--- src/rtl/fixed_pkg.sv ---
// Fixed-point helpers shared by blocks that operate on two's-complement Qm.F values.
// frac_bits decodes a "..._NN" format tag; fx_trunc narrows a full product back to operand width.
package fixed_pkg;

    localparam int FX_MAXW = 32;

    // Last two characters of the format tag give the number of fraction bits.
    function automatic int frac_bits(input logic [127:0] fmt);
        return (int'(fmt[15:8]) - 48) * 10 + (int'(fmt[7:0]) - 48);
    endfunction

    // Keep the product sign bit plus the bits just above the fraction point.
    // Dropping the low bits of a two's-complement value truncates toward -inf,
    // and discarding the high bits makes overflow wrap.
    function automatic logic [FX_MAXW-1:0] fx_trunc(
        input logic [2*FX_MAXW-1:0] product,
        input int                   bits,
        input int                   f
    );
        logic [2*FX_MAXW-1:0] sh;
        logic [FX_MAXW-1:0]   r;
        sh = product >> f;
        r  = '0;
        for (int k = 0; k < FX_MAXW; k++) begin
            if (k < bits - 1) begin
                r[k] = sh[k];
            end else if (k == bits - 1) begin
                r[k] = product[2*k+1];
            end
        end
        return r;
    endfunction

endpackage

--- src/rtl/rr_arbiter.sv ---
// Round-robin pick: lowest eligible index at or after ptr, wrapping to 0.
// Latency: combinational. Backpressure: none; the caller decides what an idle cycle means.
// The grant is one-hot or zero; id is the encoded winner and is only meaningful when any=1.
module rr_arbiter #(
    parameter int N  = 4,
    parameter int IW = $clog2(N)
) (
    input  logic [N-1:0]  eligible,
    input  logic [IW-1:0] ptr,
    output logic [N-1:0]  grant,
    output logic [IW-1:0] id,
    output logic          any
);

    logic [N-1:0] upper;
    logic [N-1:0] pick;

    always_comb begin
        upper = '0;
        for (int j = 0; j < N; j++) begin
            upper[j] = eligible[j] && (j >= int'(ptr));
        end
        // Nothing at or above ptr means the search has wrapped to index 0.
        pick  = (|upper) ? upper : eligible;
        grant = '0;
        id    = '0;
        for (int j = N - 1; j >= 0; j--) begin
            if (pick[j]) begin
                grant    = '0;
                grant[j] = 1'b1;
                id       = IW'(j);
            end
        end
        any = |eligible;
    end

endmodule

--- src/rtl/fixed_mult_arbiter.sv ---
// Shares one registered fixed-point multiplier among NREQ requesters, with a result slot per requester.
// Latency: 2 cycles from accept to res_valid. Backpressure: a requester with an op in flight or an unread slot is not granted.
// req_ready never depends on res_ready.
module fixed_mult_arbiter
    import fixed_pkg::*;
#(
    parameter int             NREQ      = 4,
    parameter int             BITS      = 8,
    parameter logic [127:0]   PRECISION = "FIXED_04_04"
) (
    input  logic                 clk,
    input  logic                 rst,
    input  logic [NREQ-1:0]      req_valid,
    output logic [NREQ-1:0]      req_ready,
    input  logic [NREQ*BITS-1:0] req_a,
    input  logic [NREQ*BITS-1:0] req_b,
    output logic [NREQ-1:0]      res_valid,
    input  logic [NREQ-1:0]      res_ready,
    output logic [NREQ*BITS-1:0] res_c
);

    localparam int F  = frac_bits(PRECISION);
    localparam int IW = $clog2(NREQ);

    typedef struct packed {
        logic            vld;
        logic [IW-1:0]   id;
        logic [BITS-1:0] a;
        logic [BITS-1:0] b;
    } s1_t;

    s1_t                   s1_q, s1_d;
    logic [IW-1:0]         ptr_q, ptr_d;
    logic [NREQ-1:0]       slot_vld_q, slot_vld_d;
    logic [NREQ*BITS-1:0]  slot_c_q, slot_c_d;

    logic [NREQ-1:0]       busy;
    logic [NREQ-1:0]       eligible;
    logic [NREQ-1:0]       grant;
    logic [IW-1:0]         gnt_id;
    logic                  gnt_any;
    logic signed [2*BITS-1:0] product;
    logic [FX_MAXW-1:0]    c_full;
    logic [BITS-1:0]       c_res;
    logic                  wr_conflict;

    always_comb begin
        busy = '0;
        for (int i = 0; i < NREQ; i++) begin
            busy[i] = slot_vld_q[i] | (s1_q.vld & (s1_q.id == IW'(i)));
        end
    end

    assign eligible = req_valid & ~busy;

    rr_arbiter #(.N(NREQ), .IW(IW)) u_rr (
        .eligible (eligible),
        .ptr      (ptr_q),
        .grant    (grant),
        .id       (gnt_id),
        .any      (gnt_any)
    );

    assign req_ready = rst ? '0 : grant;

    assign product = $signed(s1_q.a) * $signed(s1_q.b);
    assign c_full  = fx_trunc((2*FX_MAXW)'($unsigned(product)), BITS, F);
    assign c_res   = c_full[BITS-1:0];

    always_comb begin
        ptr_d       = ptr_q;
        s1_d        = s1_q;
        s1_d.vld    = gnt_any;
        s1_d.id     = gnt_id;
        slot_vld_d  = slot_vld_q & ~res_ready;
        slot_c_d    = slot_c_q;
        wr_conflict = 1'b0;

        if (gnt_any) begin
            ptr_d = (gnt_id == IW'(NREQ - 1)) ? '0 : gnt_id + 1'b1;
        end
        for (int i = 0; i < NREQ; i++) begin
            if (grant[i]) begin
                s1_d.a = req_a[i*BITS +: BITS];
                s1_d.b = req_b[i*BITS +: BITS];
            end
        end
        // A pop of one slot and a write to another in the same cycle both land.
        for (int i = 0; i < NREQ; i++) begin
            if (s1_q.vld && (s1_q.id == IW'(i))) begin
                wr_conflict               = slot_vld_q[i];
                slot_vld_d[i]             = 1'b1;
                slot_c_d[i*BITS +: BITS]  = c_res;
            end
        end
    end

    always_ff @(posedge clk) begin
        if (rst) begin
            ptr_q      <= '0;
            s1_q       <= '0;
            slot_vld_q <= '0;
            slot_c_q   <= '0;
        end else begin
            ptr_q      <= ptr_d;
            s1_q       <= s1_d;
            slot_vld_q <= slot_vld_d;
            slot_c_q   <= slot_c_d;
        end
    end

    assign res_valid = slot_vld_q;
    assign res_c     = slot_c_q;

    assert property (@(posedge clk) disable iff (rst) $onehot0(req_ready));
    assert property (@(posedge clk) disable iff (rst) !wr_conflict);

endmodule

--- config.mk ---
export PLATFORM = sky130hd
export DESIGN_NAME = fixed_mult_arbiter
export DESIGN_NICKNAME = d
export VERILOG_FILES = /design/src/rtl/fixed_pkg.sv /design/src/rtl/rr_arbiter.sv /design/src/rtl/fixed_mult_arbiter.sv
export SDC_FILE = /design/constraint.sdc
export NUM_CORES = 1
export LEC_CHECK = 0
export ABC_AREA = 1
export CELL_PAD_IN_SITES_DETAIL_PLACEMENT = 1
export CELL_PAD_IN_SITES_GLOBAL_PLACEMENT = 1
export CORE_MARGIN = 2
export CORE_UTILIZATION = 40
export DETAILED_ROUTE_END_ITERATION = 8
export PLACE_DENSITY = 0.95
export SYNTH_ARGS = -nofsm -noshare
export SYNTH_HDL_FRONTEND = slang
export SYNTH_SLANG_ARGS = --single-unit
--- constraint.sdc ---
create_clock -name clk -period 7.14 [get_ports clk]
set_input_delay 2.142 -clock clk [delete_from_list [all_inputs] [get_ports clk]]
set_output_delay 2.142 -clock clk [all_outputs]
set_load 0.03 [all_outputs]
Word-level counts from Yosys, hierarchy flattened
Cells that the tools add are included.

Register bits after elaboration: 57. Input bits: 74. Word-level logic and storage cells: 61.

Eq/ne operators: 4. Reduce and logical (&&, ||, !) cells: 11. $mul: 1. Order comparisons: 3. $add $sub $neg: 1. Bitwise operators: 12. Mux-type cells: 19.

Operators with widths (number): 16-bit two-way mux (4); 4-bit two-way mux (5); 8-bit by 8-bit multiplier with 16-bit output (1); 2-bit two-way mux (5); 4-bit AND (2); 4-bit inverter (2); 4-bit OR reduction (2); 1-bit logical AND (7); 2-bit == test, second input constant (3); 1-bit AND (4); 1-bit by 2-bit greater-or-equal comparator with 1-bit output, first input constant (2); 1-bit two-way mux (4); 1-bit OR (4); 4-bit nonzero test (1); 3-bit two-way mux (1); 2-bit by 1-bit adder with 2-bit output, second input constant (1); 2-bit by 1-bit == test with 1-bit output, second input constant (1); 2-bit greater-or-equal comparator, first input constant (1); 2-bit logical NOT (1).

Logic depth before layout (Yosys ltp)
Depth after elaboration: 15. Depth in mapped cells: 21. Mapped depth without buffers: 20.

By module
Synthesis repeated with hierarchy kept, for this count alone.

Cells, all modules: 752. Area total of the unflattened synthesis: 5287.6 sq um.

By module, submodules not included: fixed_mult_arbiter (cells each 720, seq. area each 1141.1 sq um, instances 1, area an instance 5133.7 sq um); rr_arbiter (cells each 32, seq. area each 0.0 sq um, instances 1, area an instance 153.9 sq um).

Worst setup path before layout
Ideal clock, no wire load.

Path kind: input to output. From: input req_valid[2]. To: output req_ready[3]. Stages: 11. Arrival time: 3.459 ns. Required time: 4.998 ns. Slack: 1.539 ns. Buffers on the path: 1. Path through: inv_1 -> nor2_1 -> nand3_1 -> nand2_1 -> nor2_1 -> nand2_1 -> nand2_2 -> inv_2 -> nand3_4 -> buf_2 -> nor2_1.

Cells in the longest elaborated chain, start to end: 8.

RTL lines: start: declaration (line fixed_mult_arbiter.sv:13) `input logic [NREQ-1:0] req_valid,`; 4-bit AND * (line fixed_mult_arbiter.sv:54) `assign eligible = req_valid & ~busy;`; 1-bit logical AND (line rr_arbiter.sv:21) `upper[j] = eligible[j] && (j >= int'(ptr));`; 4-bit OR reduction (line rr_arbiter.sv:24) `pick = (|upper) ? upper : eligible;`; 3-bit two-way mux * (line rr_arbiter.sv:24); 4-bit two-way mux (2 in series) (line rr_arbiter.sv:28) `if (pick[j]) begin`; 4-bit two-way mux * (line rr_arbiter.sv:28); 4-bit two-way mux * (line fixed_mult_arbiter.sv:64) `assign req_ready = rst ? '0 : grant;`; end: declaration (line fixed_mult_arbiter.sv:14) `output logic [NREQ-1:0] req_ready,`.

Mark *: on every way between the ends. The rest lies on a longest branch, timed or not.

Worst setup path in the final report
From: input req_valid[1]. To: output req_ready[1].

Same word-level chain as after synthesis.

==> reports/qor.tcl <==
set qor(critPathRequiredTime_ps) 5000
set qor(synth_enable_flop_cells) 0
set qor(synth-seq-area-share_pct) 21.2
set qor(timing.hold.worst_endpoint) {res_c[8]}
set qor(clock_power_share_pct) 17.4
set qor(least_setup_slack_across_all_paths_after_layout_ps) 417
set qor(drtIter0Drc) 226
set qor(min_path_type) {flop to flop}
set qor(overflow) 0
set qor(critical-path-slowest-cell) {clkdlybuf4s50_1}
set qor(grt_first_pass_wirelength_um) 28700
set qor(clk_latency_ps) 330
set qor(yosys.area_share.simple_pct) 21.5
set qor(cts-buffers-inserted) 9
set qor(remaining_drcs) 0
set qor(gp_routability_congestion) 0.828
set qor(count_of_clock_tree_sinks) 57
set qor(synth_top_flop_cell) {dfxtp_1}
set qor(layout-area-overhead-vs-synth_pct) 28.3
set qor(crit_family) {simple AND/OR/NAND/NOR gates}
set qor(dieHeight_um) 120
set qor(finalClockSkew_ps) 9.96
set qor(gr-usage-met3_pct) 4.85
set qor(setup_total_negative_slack_ps) 0
set qor(timing.slew.headroom_pct) 46.0
set qor(vias) 5118
set qor(crit-reg2reg-launch) {s1_q[7]}
set qor(groute.layer.met2.usage_pct) 45.2
set qor(synth.cell_area_um2) 5370
set qor(drtPass1Iterations) 4
set qor(worst_path_largest_cell_delay_ps) 680
set qor(synth.largest_area_cell) {dfxtp_1}
set qor(cts_max_path_buffers) 2
set qor(antenna_found_initial) 0
set qor(main_combinational_cell_family_by_area_after_synthesis) {adder cells}
set qor(timing.critical_path.fanout_max) 18
set qor(grt_pass1_vias) 5665
set qor(slew_viol_final) 0
set qor(io_pins) 114
set qor(final_nets) 997
set qor(synth_nets) 904
set qor(met1_usage_pct) 29.7
set qor(reg2regPathDepth) 15
set qor(max_clock_freq_mhz) 149
set qor(share_seq_of_total_power_pct) 19.0
set qor(synth_seq_cells) 57
set qor(finish.utilization_pct) 52.3
set qor(synth_fa_ha_area_share_pct) 26.9
set qor(yosys-top-cells-area) {dfxtp_1, fa_1, inv_1}
set qor(initial_cell_density_of_the_core_pct) 40.7
set qor(htreeDepth) 3
set qor(dpl_worst_slack_ps) 490
set qor(synth-compound-area-share_pct) 12.1
set qor(number_of_port_buffers) 113
set qor(power.switching_mw) 1.35
set qor(ratio_of_cells_with_drive_above_1_in_the_final_layout_pct) 7.58
set qor(critPathLaunchType) {input port}
set qor(placementRows) 42
set qor(hold_depth) 2
set qor(clock_tree.root_cell) {clkbuf_16}
set qor(dpl.hpwl_um) 13200
set qor(comb_power_share_pct) 63.6
set qor(post-synth-top-count-cell) {inv_1}
set qor(nFillCells) 1617
set qor(drt-wirelength-per-cell_um) 16.9
set qor(rsz0062_at_grt) {no}
set qor(ir_drop_uv) 175
set qor(fin_cells) 1020
set qor(worst_slew_pin_slew_ps) 809
set qor(fin_worst_hold_slack_ps) 481
set qor(grt_max_degree) 35
set qor(r2r_slack_ps) 2460
set qor(power.internal_mw) 1.32
set qor(hold_viol_final) 0
set qor(p_leak_nw) 3.62
set qor(fin_crit_sh_pct) 94.2
set qor(ys.warnings.count) 0
set qor(route.detailed.vias_per_inst) 5.02
set qor(path_clk_slew_ps) 50
set qor(core_region_area_um2) 13200
set qor(netlist_instances) 747
set qor(cpMostUsedCell) {nor2_1}
set qor(cts.repair.resized) 0
set qor(synth_top_area_share_pct) 21.2
set qor(cts-hold-fix-buffers) 0
set qor(groute.usage.overall_pct) 25.2
set qor(antenna_violating_nets_post_route) 0
set qor(drv.max_cap_violation_count) 0
set qor(end_kind) {output port}
set qor(regToRegEndpoint) {res_c[4]}
set qor(post_synth_num_cell_types) 36
set qor(power.density_nw_per_um2) 388
set qor(cts_setup_buffers) 0
set qor(dp.cells) 1005
set qor(antenna_cells_inserted) 0
set qor(synth.avg_cell_area_um2) 7.19
set qor(number_of_buffer_and_inverter_stages_on_the_critical_path) 3
set qor(status) {complete, no violations}
set qor(yosys-mux-area-fraction_pct) 0
set qor(globalRoute.busiestLayer) {met2}
set qor(die_area_um2) 14400
set qor(finalSetupViolations) 0
set qor(fin_crit_ps) 6720
set qor(synth.top_cells.by_count) {inv_1, nand2_1, nor2_1}
set qor(cp_data_arrival_time_ps) 4580
set qor(fraction_of_power_spent_switching_nets_pct) 50.6
set qor(synth-async-reset-ratio_pct) 0
set qor(hold_path_startpoint) {res_c[8]}
set qor(routed_wl_um) 17200
set qor(yosys.area_share.xor_xnor_pct) 1.79
set qor(crit_path_cell_trace) {clkdlybuf4s50_1 > inv_1 > nor2_1 > nand3_1 > nand2_1 > nor2_1 > nand2_1 > nand2_2 > nand2_4 > nor2_1 > clkdlybuf4s50_1}
set qor(die_w_um) 120
set qor(tritoncts) {built}
set qor(setup.worst_path.class) {input port to output port}
[cell usage in the layout, fill, tap and decap left out]
master           count
buf_4                4
and3_1               1
nand2_1            126
o211ai_1            13
xor2_1               5
nand2_2             11
nand3_1             39
a21oi_1             32
nor3_1               3
inv_1              176
inv_2               15
o31ai_1              1
nand3_2              4
nor4_4               1
nand3_4              2
bufinv_16            2
nand3b_1             4
clkinv_4             1
xnor2_1              6
or2_2                3
a21o_1               2
clkbuf_16            9
o21ai_0             43
a21oi_2              7
o21bai_1             6
ha_1                29
o21ai_1              4
o21bai_2             1
dfxtp_1             57
a211oi_1             1
clkdlybuf4s50_1    113
fa_1                54
o21a_1               1
nand2_4              1
nor2_1              63
clkinv_2             3
and2_1               1
[how the worst max path moves through the flow]
stage / start / endpoint / slack, ps / cells past startpoint
final: req_valid[1] / req_ready[1] / 420 / 11
after global routing: req_valid[1] / req_ready[1] / 310 / 11
after detailed placement: req_valid[1] / req_ready[1] / 490 / 11
after global placement: req_valid[2] / req_ready[1] / 640 / 11
after floorplan: req_valid[2] / req_ready[3] / 1540 / 11
after CTS: req_valid[1] / req_ready[1] / 430 / 11
[final cells by class]
class	instances	area [um2]	area share (%)
clock buffer	9	225	3.27
multi-input combinational	464	3350	48.5
inverter	191	717	10.4
clock inverter	6	83.8	1.22
sequential	57	1140	16.6
timing repair buffer	117	1160	16.8
tap	176	220	3.19
[routing by layer]
metal / vias to the layer above / share of wire [%]
li1: 2428 / -
met1: 2466 / 41
met2: 180 / 50
met3: 44 / 5.3
met4: 0 / 3.2
met5: - / 0
[flip-flops by register name, indices dropped and copies added, names as in the netlist]
name / count
s1_q: 19
res_valid: 4
ptr_q: 2
res_c: 32
[logic make-up (layout without fill, tap and decap cells)]
kind of cell,after synthesis,in the layout
adder cells (fa/ha/maj),83,83
AND/OR/NAND/NOR,259,259
buffers and inverters,226,323
flip-flops,57,57
XOR/XNOR,11,11
AO/OA/AOI/OAI,111,111
[worst register-to-register path, cell delays in order, from the launching register on]
cell,delay [ps]
dfxtp_1,380
inv_1,160
or2_2,320
fa_1,500
fa_1,540
inv_1,50
fa_1,530
inv_1,50
fa_1,530
inv_1,50
ha_1,330
inv_1,90
o31ai_1,350
xor2_1,450
o21ai_0,190
inv_1,80
[per-stage QoR]
stage	area (um2)	power, mW
after detailed placement	6590	2.20
after CTS	6890	2.70
after global placement	6590	2.06
final	6890	2.68
after global routing	6890	2.93
after floorplan	5370	1.68
[power by group through the flow]
stage / sequential, mW / combinational, mW / clock [mW]
after floorplan: 0.497 / 1.18 / 0
after global placement: 0.500 / 1.56 / 0
after detailed placement: 0.510 / 1.69 / 0
after CTS: 0.507 / 1.73 / 0.467
after global routing: 0.519 / 1.93 / 0.479
final: 0.509 / 1.70 / 0.465
(Power assumes the default switching activity.)
